--- src/rtl/sdram_pkg.sv ---
// Shared SDRAM definitions: legal DQ widths, bank limits and small helpers
// used by the datapath and the per-bank sequencers.
package sdram_pkg;

  localparam int DQ_W_16      = 16;
  localparam int DQ_W_32      = 32;
  localparam int NB_BANKS_MAX = 8;

  function automatic int byte_lanes(input int dq_w);
    return dq_w / 8;
  endfunction

  function automatic logic onehot_multi(input logic [NB_BANKS_MAX-1:0] vec);
    int cnt;
    cnt = 0;
    for (int i = 0; i < NB_BANKS_MAX; i++) begin
      if (vec[i]) cnt++;
    end
    return (cnt > 1);
  endfunction

endpackage

--- src/rtl/sdram_delay_line.sv ---
// Fixed-depth shift register with asynchronous clear; used for the write
// fetch delay and the read-tag pipeline.
module sdram_delay_line
  import sdram_pkg::*;
#(
  parameter int WIDTH = 1,
  parameter int DEPTH = 1
) (
  input  logic             clk,
  input  logic             rst,
  input  logic [WIDTH-1:0] din,
  output logic [WIDTH-1:0] dout
);

  logic [WIDTH-1:0] stage [DEPTH];

  always_ff @(posedge clk or posedge rst) begin
    if (rst) begin
      for (int i = 0; i < DEPTH; i++) stage[i] <= '0;
    end else begin
      stage[0] <= din;
      for (int i = 1; i < DEPTH; i++) stage[i] <= stage[i-1];
    end
  end

  assign dout = stage[DEPTH-1];

endmodule

--- src/rtl/sdram_data_path.sv ---
// SDRAM DQ/DQM datapath: muxes per-bank write data onto the pins after WR_LAT
// cycles and tags captured read data with the issuing bank after CAS latency.
module sdram_data_path
  import sdram_pkg::*;
#(
  parameter int  DQ_W     = 16,
  parameter int  NB_BANKS = 4,
  parameter int  WR_LAT   = 4,
  parameter int  CAS_LAT  = 2,
  parameter real TCO_DLY  = 4.5
) (
  input  logic                       clk,
  input  logic                       rst,
  input  logic [NB_BANKS-1:0]        data_fetch,
  input  logic [NB_BANKS*DQ_W/8-1:0] wr_bena,
  input  logic [NB_BANKS*DQ_W-1:0]   wr_data,
  input  logic [NB_BANKS-1:0]        rd_issue,
  output logic [DQ_W-1:0]            rd_data,
  output logic [NB_BANKS-1:0]        rd_valid,
  output logic                       err_multi,
  output logic                       err_bus,
  output logic [DQ_W/8-1:0]          sdram_dqm_n,
  output logic                       sdram_dq_oe,
  output logic [DQ_W-1:0]            sdram_dq_o,
  input  logic [DQ_W-1:0]            sdram_dq_i
);

  localparam int NL   = byte_lanes(DQ_W);
  localparam int HALF = (NB_BANKS > 2) ? NB_BANKS / 2 : NB_BANKS;

  if (DQ_W != DQ_W_16 && DQ_W != DQ_W_32) begin : g_bad_dq_w
    $error("sdram_data_path: DQ_W must be 16 or 32");
  end
  if (NB_BANKS < 1 || NB_BANKS > NB_BANKS_MAX) begin : g_bad_banks
    $error("sdram_data_path: NB_BANKS must be 1..8");
  end
  if (WR_LAT < 3) begin : g_bad_wr_lat
    $error("sdram_data_path: WR_LAT must be at least 3");
  end
  if (CAS_LAT != 2 && CAS_LAT != 3) begin : g_bad_cas_lat
    $error("sdram_data_path: CAS_LAT must be 2 or 3");
  end
  // Pin delay is modelled by the board/timing environment, not here.
  if (TCO_DLY < 0.0) begin : g_bad_tco
    $error("sdram_data_path: TCO_DLY must not be negative");
  end

  logic [NB_BANKS-1:0]     fe;
  logic [NB_BANKS-1:0]     tag_now;
  logic [NB_BANKS_MAX-1:0] fetch_ext;
  logic [NB_BANKS_MAX-1:0] issue_ext;
  logic [DQ_W-1:0]         data_lo, data_hi, sel_data, sel_data_q;
  logic [NL-1:0]           bena_lo, bena_hi, sel_mask, sel_mask_q;
  logic                    sel_oe, sel_oe_q;

  sdram_delay_line #(.WIDTH(NB_BANKS), .DEPTH(WR_LAT-2)) u_fetch_dly (
    .clk  (clk),
    .rst  (rst),
    .din  (data_fetch),
    .dout (fe)
  );

  // Tag stage CAS_LAT lines up with the data on the pins this cycle;
  // rd_valid is one more register so it meets the registered rd_data.
  sdram_delay_line #(.WIDTH(NB_BANKS), .DEPTH(CAS_LAT)) u_tag_dly (
    .clk  (clk),
    .rst  (rst),
    .din  (rd_issue),
    .dout (tag_now)
  );

  // AND-OR select, split into two OR trees that meet in a final OR.
  always_comb begin
    data_lo = '0;
    data_hi = '0;
    bena_lo = '0;
    bena_hi = '0;
    for (int b = 0; b < NB_BANKS; b++) begin
      if (b < HALF) begin
        data_lo = data_lo | (wr_data[b*DQ_W +: DQ_W] & {DQ_W{fe[b]}});
        bena_lo = bena_lo | (wr_bena[b*NL +: NL] & {NL{fe[b]}});
      end else begin
        data_hi = data_hi | (wr_data[b*DQ_W +: DQ_W] & {DQ_W{fe[b]}});
        bena_hi = bena_hi | (wr_bena[b*NL +: NL] & {NL{fe[b]}});
      end
    end
    sel_data = data_lo | data_hi;
    sel_oe   = |fe;
    sel_mask = sel_oe ? ~(bena_lo | bena_hi) : '0;
  end

  always_comb begin
    fetch_ext = '0;
    issue_ext = '0;
    fetch_ext[NB_BANKS-1:0] = data_fetch;
    issue_ext[NB_BANKS-1:0] = rd_issue;
  end

  always_ff @(posedge clk or posedge rst) begin
    if (rst) begin
      sel_data_q  <= '0;
      sel_mask_q  <= '0;
      sel_oe_q    <= 1'b0;
      sdram_dq_o  <= '0;
      sdram_dqm_n <= '0;
      sdram_dq_oe <= 1'b0;
    end else begin
      sel_data_q  <= sel_data;
      sel_mask_q  <= sel_mask;
      sel_oe_q    <= sel_oe;
      sdram_dq_o  <= sel_data_q;
      sdram_dqm_n <= sel_mask_q;
      sdram_dq_oe <= sel_oe_q;
    end
  end

  always_ff @(posedge clk or posedge rst) begin
    if (rst) begin
      rd_data   <= '0;
      rd_valid  <= '0;
      err_multi <= 1'b0;
      err_bus   <= 1'b0;
    end else begin
      rd_data  <= sdram_dq_i;
      rd_valid <= tag_now;
      if (onehot_multi(fetch_ext) || onehot_multi(issue_ext)) err_multi <= 1'b1;
      if ((|tag_now) && sdram_dq_oe) err_bus <= 1'b1;
    end
  end

endmodule

--- config.mk ---
export PLATFORM = sky130hd
export DESIGN_NAME = sdram_data_path
export DESIGN_NICKNAME = d
export VERILOG_FILES = /design/src/rtl/sdram_pkg.sv /design/src/rtl/sdram_delay_line.sv /design/src/rtl/sdram_data_path.sv
export SDC_FILE = /design/constraint.sdc
export NUM_CORES = 1
export LEC_CHECK = 0
export ABC_AREA = 1
export CAP_MARGIN = 30
export CELL_PAD_IN_SITES_DETAIL_PLACEMENT = 0
export CELL_PAD_IN_SITES_GLOBAL_PLACEMENT = 1
export CORE_ASPECT_RATIO = 1.2
export CORE_UTILIZATION = 27
export CTS_CLUSTER_DIAMETER = 40
export DETAILED_ROUTE_END_ITERATION = 10
export PLACE_DENSITY_LB_ADDON = 0.1
export SYNTH_ARGS = -nofsm -noshare
export SYNTH_HDL_FRONTEND = slang
export SYNTH_HIERARCHICAL = 1
export SYNTH_SLANG_ARGS = --single-unit
--- constraint.sdc ---
create_clock -name clk -period 1.8 [get_ports clk]
set_clock_uncertainty 0.15 [all_clocks]
set_input_delay 0.36 -clock clk [delete_from_list [all_inputs] [get_ports clk]]
set_output_delay 0.36 -clock clk [all_outputs]
set_load 0.01 [all_outputs]
==> impl_metrics.env <==
export IMPL_vias=2262
export IMPL_setup_ws_ns=0.0591
export IMPL_htree_levels=3
export IMPL_antenna_found_initial=0
export IMPL_endpoint_kind="primary output"
export IMPL_critPathKind="reg -> out"
export IMPL_row_count=40
export IMPL_die_area_mm2=0.0109
export IMPL_ant_nets=0
export IMPL_cts_inserted_buffers=9
export IMPL_dp_cells=521
export IMPL_syn_num_nets=368
export IMPL_setup_violations=0
export IMPL_tritoncts="built"
export IMPL_area_growth_synth_to_final_pct=64.3
export IMPL_rsz0062_at_grt="no"
export IMPL_synth_top_cell_by_area="dfrtp_1"
export IMPL_die_w_um=95.4
export IMPL_clock_power_share_pct=40.7
export IMPL_start_util_pct=27.9
export IMPL_path_clk_slew_ns=0.05
export IMPL_synth_seq_area_share_pct=67.3
export IMPL_yosysMostFrequentCell="nand2_1"
export IMPL_worst_path_buf_inv=1
export IMPL_status="complete, no violations"
export IMPL_peakVddDrop_mv=0.419
export IMPL_required_ns=1.29
export IMPL_synth_top_area_share_pct=67.3
export IMPL_post_cts_buffers=0
export IMPL_cts_root_buffer="clkbuf_16"
export IMPL_leakagePower_nw=2.09
export IMPL_min_period_ns=1.74
export IMPL_yosys_warnings=6
export IMPL_p_int_mw=3.25
export IMPL_max_slew_margin_pct=70.0
export IMPL_ctsHoldBuffers=0
export IMPL_drv_slew=0
export IMPL_cp_max_fo=2
export IMPL_combPwrFrac_pct=14.2
export IMPL_cts_sinks=76
export IMPL_finalWirelength_um=7380
export IMPL_powerDensity_mw_per_mm2=891
export IMPL_drtIter0Drc=50
export IMPL_fin_crit_sh_pct=96.7
export IMPL_grt_pass1_vias=2269
export IMPL_crit_arrival_ns=1.23
export IMPL_cts_resized=0
export IMPL_grt_total_usage_pct=14.4
export IMPL_cap_violations=0
export IMPL_netlist_instances=262
export IMPL_place_gp_congestion=0.711
export IMPL_num_io_pins=139
export IMPL_switchingPower_uw=878
export IMPL_antenna_cells=0
export IMPL_drtPass1Iterations=4
export IMPL_core_area_mm2=0.0101
export IMPL_path_cells="clkdlybuf4s50_1"
export IMPL_synthTopCellsByCount="nand2_1 (96), dfrtp_1 (76), inv_1 (19)"
export IMPL_grt_max_degree=27
export IMPL_dp_slack_ns=-0.223
export IMPL_grt_overflow=0
export IMPL_drc=0
export IMPL_nNetsFinal=512
export IMPL_die_h_um=114
export IMPL_ys_async_sr_fraction_pct=100
export IMPL_synthTopCellsByArea="dfrtp_1 (67%), nand2_1 (13%), ha_1 (3.5%)"
export IMPL_worst_slew_pin_slew_ns=0.451
export IMPL_wl_per_cell_um=13.7
export IMPL_fmax_ghz=0.574
export IMPL_portBuffers=138
export IMPL_netlist_area_mm2=0.00282
export IMPL_p_sw_share_pct=21.2
export IMPL_avgViaCountPerCell=4.21
export IMPL_critPathMaxStageDelay_ns=0.55
export IMPL_start_kind="flip-flop"
export IMPL_cpMaxStageDelayCell="clkdlybuf4s50_1"
export IMPL_drive_above_1_share_pct=8.27
export IMPL_avgSynthCellArea_um2=10.8
export IMPL_synth_edf_count=0
export IMPL_hp_class="reg -> reg"
export IMPL_cts_buffer_depth=2
export IMPL_synth_seq_cells=76
export IMPL_grt_pass1_wl_um=11300
export IMPL_fill_cells=967
export IMPL_ys_flop_type="dfrtp_1"
export IMPL_worstSkewPairLatency_ns=0.33
export IMPL_final_cells=537
export IMPL_p_seq_share_pct=45.2
export IMPL_path_delay_family="buffers and inverters"
export IMPL_finalHoldViolCount=0
export IMPL_dp_final_hpwl_um=5600
export IMPL_ys_types=20
-- power groups by stage --
stage	sequential, mW	clock (mW)	combinational (mW)
after detailed placement	1.90	0	0.594
after floorplan	1.91	0	0.183
after CTS	1.87	1.74	0.598
after global routing	1.88	1.82	0.644
after global placement	1.89	0	0.593
final	1.87	1.68	0.586
-- per-layer routing --
metal | wire length, um | vias to the layer above | GRT usage [%]
met2 | 3680 | 88 | 24.0
met4 | 182 | 0 | 8.79
met5 | 0 | - | 0
li1 | - | 1096 | -
met3 | 575 | 12 | 3.40
met1 | 2940 | 1066 | 16.4
-- final cells by class --
class / count / area (um^2) / share of cell area, %
sequential: 76 / 1900 / 41.0
tap: 126 / 158 / 3.40
multi-input combinational: 147 / 718 / 15.5
clock inverter: 2 / 35.0 / 0.755
clock buffer: 14 / 244 / 5.26
timing repair buffer: 150 / 1500 / 32.3
inverter: 22 / 86.3 / 1.86
-- final timing paths --
kind / start / to / slack (ns) / cells past startpoint
min: u_tag_dly/stage[4] / u_tag_dly/dout[0] / 0.20 / 0
max reg2reg: u_fetch_dly/dout[3] / sel_mask_q[1] / 0.49 / 4
min in group asynchronous: rst / u_tag_dly/stage[4] / 0.25 / 2
min reg2reg: u_tag_dly/stage[4] / u_tag_dly/dout[0] / 0.20 / 0
max: err_multi / err_multi / 0.06 / 1
max in group asynchronous: rst / sel_data_q[3] / 0.80 / 3
-- kinds of logic after synthesis --
logic type | after synthesis | synth area share (%)
buf+inv | 39 | 7.22
simple gates | 134 | 20.5
flops | 76 | 67.3
compound gates | 5 | 1.37
fa+ha+maj | 8 | 3.54
-- cell usage in the layout, fill, tap and decap left out, drive strengths merged --
cell | netlist | final
buf | 17 | 12
o21a | 1 | 1
clkinvlp | 0 | 1
nand3 | 7 | 7
o21ai | 1 | 1
a22o | 2 | 2
clkinv | 0 | 1
dfrtp | 76 | 76
o21bai | 1 | 1
inv | 22 | 21
nand4 | 16 | 16
bufinv | 0 | 1
nor4 | 1 | 1
clkbuf | 0 | 14
ha | 8 | 8
nor3b | 2 | 2
nand2 | 99 | 99
clkdlybuf4s50 | 0 | 138
nor2 | 9 | 9
-- flip-flops by register name, summed over array words and instances, names as in the netlist, 2 cells and up --
signal,count
u_fetch_dly/dout,4
rd_valid,4
u_tag_dly/stage,4
u_fetch_dly/stage,4
sel_data_q,16
sdram_dq_o,16
rd_data,16
sel_mask_q,2
sdram_dqm_n,2
u_tag_dly/dout,4
-- metrics by stage --
step	setup TNS, ns	util, %	area (um^2)	hold slack, ns	power [mW]
after floorplan	0	-	2830	0.0257	2.09
final	0	45.9	4640	0.195	4.13
after detailed placement	-0.223	43.1	4360	0.185	2.49
after CTS	0	45.9	4640	0.197	4.21
after global routing	0	45.9	4640	0.203	4.34
after global placement	-0.204	43.1	4360	0.182	2.49
-- worst register-to-register path, cell delays in order, from the launching register on --
cell and delay (ns):
dfrtp_1 0.61, nor2_1 0.11, nand2_2 0.11, nand2_1 0.05, nor3b_1 0.19
(Power assumes the default switching activity.)
